===== config.mk =====
export PLATFORM = sky130hd
export DESIGN_NAME = dmem_port_arbiter
export DESIGN_NICKNAME = d
export VERILOG_FILES = /design/src/rtl/dmem_port_arbiter.sv
export SDC_FILE = /design/constraint.sdc
export NUM_CORES = 1
export LEC_CHECK = 0
export CORE_ASPECT_RATIO = 1.75
export CORE_MARGIN = 4
export CORE_UTILIZATION = 30
export CTS_BUF_LIST = sky130_fd_sc_hd__clkbuf_16
export CTS_CLUSTER_SIZE = 28
export DETAILED_ROUTE_END_ITERATION = 12
export HOLD_SLACK_MARGIN = 0.06
export PLACE_DENSITY_LB_ADDON = 0.1
export SYNTH_ARGS = -nofsm -noshare
export SYNTH_HDL_FRONTEND = slang
export SYNTH_SLANG_ARGS = --single-unit

===== constraint.sdc =====
create_clock -name clk -period 2.1 [get_ports clk]
set_clock_uncertainty 0.05 [all_clocks]
set_input_delay 0.21 -clock clk [delete_from_list [all_inputs] [get_ports clk]]
set_output_delay 0.21 -clock clk [all_outputs]
set_load 0.03 [all_outputs]

===== src/rtl/dmem_port_arbiter.sv =====
// ============================================================================
// Module      : dmem_port_arbiter
// Description : Shares the data_mem port between the CPU MEM stage (priority,
//               zero-latency pass-through) and a valid/ready DMA requester,
//               with a starvation counter that forces a one-cycle CPU stall.
//               Optional: define ARB_STATS_EN for grant/stall statistics.
// Revision    : 1.0 - initial release
// ============================================================================
`default_nettype none

module dmem_port_arbiter #(
    parameter int DMEM_DEPTH   = 128,
    parameter int ADDR_W       = $clog2(DMEM_DEPTH),
    parameter int STARVE_LIMIT = 8
) (
    input  logic              clk,
    input  logic              rst,
    input  logic              cpu_re,
    input  logic [ADDR_W-1:0] cpu_rd_addr,
    output logic [31:0]       cpu_rd_dout,
    input  logic              cpu_we,
    input  logic [ADDR_W-1:0] cpu_wr_addr,
    input  logic [31:0]       cpu_wr_din,
    input  logic [2:0]        cpu_wr_strb,
    output logic              cpu_stall,
    input  logic              dma_valid,
    output logic              dma_ready,
    input  logic              dma_we,
    input  logic [ADDR_W-1:0] dma_addr,
    input  logic [31:0]       dma_wdata,
    input  logic [2:0]        dma_strb,
    output logic              dma_rvalid,
    output logic [31:0]       dma_rdata,
    output logic [ADDR_W-1:0] mem_rd_addr,
    output logic [ADDR_W-1:0] mem_wr_addr,
    output logic [31:0]       mem_wr_din,
    output logic              mem_we,
    output logic [2:0]        mem_wr_strb,
    input  logic [31:0]       mem_rd_dout
`ifdef ARB_STATS_EN
    ,
    output logic [31:0]       stat_dma_grants,
    output logic [31:0]       stat_cpu_stalls
`endif
);

    // A zero limit still needs a one-bit counter; it simply never advances.
    localparam int c_CNT_W = (STARVE_LIMIT > 0) ? $clog2(STARVE_LIMIT + 1) : 1;
    localparam logic [c_CNT_W-1:0] c_STARVE_MAX = c_CNT_W'(STARVE_LIMIT);

    typedef enum logic [0:0] {
        ST_IDLE = 1'b0,
        ST_RESP = 1'b1
    } state_t;

    state_t             r_state;
    state_t             w_state_nxt;
    logic [c_CNT_W-1:0] r_starve_cnt;
    logic [c_CNT_W-1:0] w_starve_nxt;
    logic               w_cpu_busy;
    logic               w_grant;

    assign w_cpu_busy  = cpu_re | cpu_we;
    assign cpu_rd_dout = mem_rd_dout;
    assign dma_rvalid  = (r_state == ST_RESP);

    always_ff @(posedge clk or negedge rst) begin
        if (!rst) begin
            r_state      <= ST_IDLE;
            r_starve_cnt <= '0;
            dma_rdata    <= 32'h0;
        end else begin
            r_state      <= w_state_nxt;
            r_starve_cnt <= w_starve_nxt;
            if (w_grant && !dma_we) begin
                dma_rdata <= mem_rd_dout;
            end
        end
    end

    always_comb begin
        w_state_nxt  = ST_IDLE;
        w_starve_nxt = r_starve_cnt;
        dma_ready    = (r_state == ST_IDLE) &&
                       (!w_cpu_busy || (r_starve_cnt >= c_STARVE_MAX));
        w_grant      = dma_valid && dma_ready;
        cpu_stall    = 1'b0;
        mem_rd_addr  = cpu_rd_addr;
        mem_wr_addr  = cpu_wr_addr;
        mem_wr_din   = cpu_wr_din;
        mem_we       = cpu_we;
        mem_wr_strb  = cpu_wr_strb;

        if (w_grant) begin
            // DMA owns both port halves; the CPU holds its request and retries.
            mem_rd_addr = dma_addr;
            mem_wr_addr = dma_addr;
            mem_wr_din  = dma_wdata;
            mem_we      = dma_we;
            mem_wr_strb = dma_strb;
            cpu_stall   = w_cpu_busy;
            w_state_nxt = dma_we ? ST_IDLE : ST_RESP;
        end

        if (w_grant || !dma_valid) begin
            w_starve_nxt = '0;
        end else if ((r_state == ST_IDLE) && w_cpu_busy &&
                     (r_starve_cnt < c_STARVE_MAX)) begin
            w_starve_nxt = r_starve_cnt + c_CNT_W'(1);
        end
    end

`ifdef ARB_STATS_EN
    always_ff @(posedge clk or negedge rst) begin
        if (!rst) begin
            stat_dma_grants <= 32'h0;
            stat_cpu_stalls <= 32'h0;
        end else begin
            if (w_grant) begin
                stat_dma_grants <= stat_dma_grants + 32'd1;
            end
            if (cpu_stall) begin
                stat_cpu_stalls <= stat_cpu_stalls + 32'd1;
            end
        end
    end
`endif

endmodule

`default_nettype wire


==> flow_metrics.env <==
export IMPL_outcome="finished with violations"
export IMPL_violations="setup timing"
export IMPL_critPathTopFamily="buffers and inverters"
export IMPL_postLayoutSetupSlackWorst_ns=-0.0720
export IMPL_wl_mm=9.28
export IMPL_peakVddDrop_mv=0.343
export IMPL_crit_slowest_cell="clkdlybuf4s50_1"
export IMPL_crit_top_cell="buf_12"
export IMPL_ys_warn_count=0
export IMPL_hpwl_mm=7.84
export IMPL_top_layer="met4"
export IMPL_seq_power_share=0.260
export IMPL_period_needed_ns=2.17
export IMPL_synth_edf_count=0
export IMPL_netlist_instances=190
export IMPL_setup_viol=50
export IMPL_cts_max_level=2
export IMPL_max_clock_path_buffers=2
export IMPL_pre_cts_slack_ns=-0.174
export IMPL_antenna_left=0
export IMPL_port_buffers=245
export IMPL_syn_area_per_cell_sq_um=13.0
export IMPL_synth_area_sq_mm=0.00247
export IMPL_met2_length_mm=5.07
export IMPL_start_util=0.310
export IMPL_vias=2333
export IMPL_async_reset_ff_frac=1.00
export IMPL_gp_congestion=0.780
export IMPL_fin_crit_sh=1.03
export IMPL_regToRegStartpoint="r_starve_cnt[3]"
export IMPL_post_cts_buffers=0
export IMPL_crit_arrival_ns=1.91
export IMPL_root_buffer="clkbuf_16"
export IMPL_gr_total_overflow=0
export IMPL_synthFlopType="dfrtp_1"
export IMPL_r2r_cells=5
export IMPL_critPathLaunch="cpu_re"
export IMPL_firstDrtPassIters=4
export IMPL_dr_wl_met3_mm=1.05
export IMPL_rrSetupSlack_ns=0.25
export IMPL_cts_tree="built"
export IMPL_die_w_microns=76.6
export IMPL_leakage_nw=2.28
export IMPL_cts_buffers=5
export IMPL_drive_gt1_frac=0.380
export IMPL_insertedDiodeCount=0
export IMPL_critPathLaunchType="primary input"
export IMPL_yosysTopAreaCell="dfrtp_1"
export IMPL_pin_count=246
export IMPL_critPathBufInv=3
export IMPL_crit_end="mem_wr_din[20]"
export IMPL_grt_max_degree=38
export IMPL_fin_util=0.643
export IMPL_fmax_ghz=0.460
export IMPL_powerDensity_mw_per_mm2=707
export IMPL_rsz0062_at_grt="yes"
export IMPL_tightestPinTransition_ns=0.830
export IMPL_core_region_area_sq_mm=0.00796
export IMPL_tns_ns=-1.93
export IMPL_combPwrFrac=0.470
export IMPL_grt_first_pass_wirelength_mm=14.1
export IMPL_row_count=43
export IMPL_intPower_mw=2.45
export IMPL_met1Wirelength_mm=2.99
export IMPL_antenna_found_initial=0
export IMPL_finalNetCount=541
export IMPL_syn_to_final_growth_pct=108
export IMPL_via_per_inst=4.66
export IMPL_clk_latency_ns=0.28
export IMPL_pwr_share_clk=0.270
export IMPL_die_area_sq_mm=0.00980
export IMPL_crit_chain="clkdlybuf4s50_1, o21ba_2, or3_4, buf_12, mux2_2, buf_12"
export IMPL_drt_initial_drc_count=31
export IMPL_power_switching_mw=1.17
export IMPL_crit_cells=6
export IMPL_hold_violations=0
export IMPL_drcViolationCount=0
export IMPL_grt_usage=0.187
export IMPL_die_y_microns=128
export IMPL_rr_endpoint="dma_rdata[25]"
export IMPL_sw_frac_of_total=0.323
export IMPL_crit_path_max_fanout=20
export IMPL_yosysTopAreaCellShare=0.375
export IMPL_clk_pin_slew_ns=0.05
export IMPL_synth_fp_nets=321
export IMPL_route_detailed_wl_per_inst_microns=18.5
export IMPL_synth_distinct_cells=22
export IMPL_hold_class="register to register"
export IMPL_worst_path_largest_cell_delay_ns=0.44
export IMPL_relSlewSlack=0.447
export IMPL_critPathRequiredTime_ns=1.84
export IMPL_maxCapViolations=0
export IMPL_ys_ff_latch=37
export IMPL_end_kind="primary output"
export IMPL_synth_area_leaders="dfrtp_1 (38%), mux2_2 (24%), mux2_4 (18%)"
export IMPL_synth_seq_area_share=0.375
export IMPL_drv_slew=0
export IMPL_crit_type="primary input to primary output"
export IMPL_cts_sinks=37
export IMPL_fin_worst_hold_slack_ns=0.453
export IMPL_grt_pass1_vias=2672
## cell families (layout without fill, tap and decap cells)
group	after synthesis	after routing	share of synthesized area
adders and majority gates	2	2	0.0101
AOI/OAI and AO/OA	7	7	0.0172
and+or+nand+nor	15	15	0.0335
muxes	82	82	0.418
buffers and inverters	47	268	0.146
DFF	37	37	0.375
## what timing repair did
item	4_1_cts	5_1_grt
endpoints found under the setup margin	50	50
endpoints found under the hold margin	37	0
hold buffers	1	0
resized for setup	32	0
gates cloned	1	0
pin swaps	0	0
## how the worst min path moves through the flow
| stage | cells past startpoint | slack [ns] | end | startpoint |
|---|---|---|---|---|
| after CTS | 1 | 0.46 | dma_rdata[22] | dma_rdata[22] |
| after global routing | 1 | 0.46 | dma_rdata[23] | dma_rdata[23] |
| after detailed placement | 1 | 0.31 | dma_rdata[22] | rst |
| after global placement | 1 | 0.30 | dma_rdata[29] | rst |
| final | 1 | 0.45 | dma_rdata[21] | dma_rdata[21] |
| after floorplan | 0 | -0.14 | dma_rdata[0] | rst |
## stage by stage
| step | std cells | power, mW | cell area, sq um |
|---|---|---|---|
| floorplan | 190 | 1.83 | 2470 |
| global placement | 491 | 2.61 | 4770 |
| detailed placement | 491 | 2.62 | 4770 |
| CTS | 501 | 3.67 | 5120 |
| global route | 501 | 3.77 | 5120 |
| finish | 501 | 3.62 | 5120 |
## cells in the final DEF (no fill, tap or decap), drive strengths merged, types with 3 or more instances in the layout
cell and n:
clkdlybuf4s50 192, nand2 4, a21oi 4, clkbuf 5
mux2 82, or3 3, inv 5, dfrtp 37
nor2 3, buf 63
## power groups by stage
stage | logic (mW) | clock network, mW | registers [mW]
2_1_floorplan | 0.589 | 0 | 1.24
3_3_place_gp | 1.66 | 0 | 0.946
3_5_place_dp | 1.68 | 0 | 0.948
4_1_cts | 1.72 | 1.01 | 0.940
5_1_grt | 1.77 | 1.04 | 0.962
6_report | 1.70 | 0.978 | 0.940
## per-layer routing
| layer | track usage | up-vias |
|---|---|---|
| met3 | 0.0830 | 12 |
| met1 | 0.173 | 1097 |
| li1 | - | 1069 |
| met5 | 0 | - |
| met4 | 0.0619 | 0 |
| met2 | 0.359 | 155 |
## sequential cells by signal, indices dropped and copies added, names as in the netlist
name / flops
dma_rdata: 32
dma_rvalid: 1
r_starve_cnt: 4
## final cells by class
cell class,instances,area [sq um]
multi-input combinational,106,1190
sequential,37,926
clock inverter,3,68.8
tap,90,113
clock buffer,5,125
timing repair buffer,256,2690
fill,662,2840
inverter,4,15.0
## synthesized netlist by cell type, types with 2 or more instances
cell / n
dfrtp_1: 37
or3_1: 3
clkbuf_1: 2
nor2_1: 3
buf_12: 3
buf_4: 32
buf_2: 5
mux2_4: 29
mux2_2: 53
inv_1: 4
nand2_1: 4
a21oi_1: 4
ha_1: 2
Note: power is estimated with default switching activity, not from simulation.
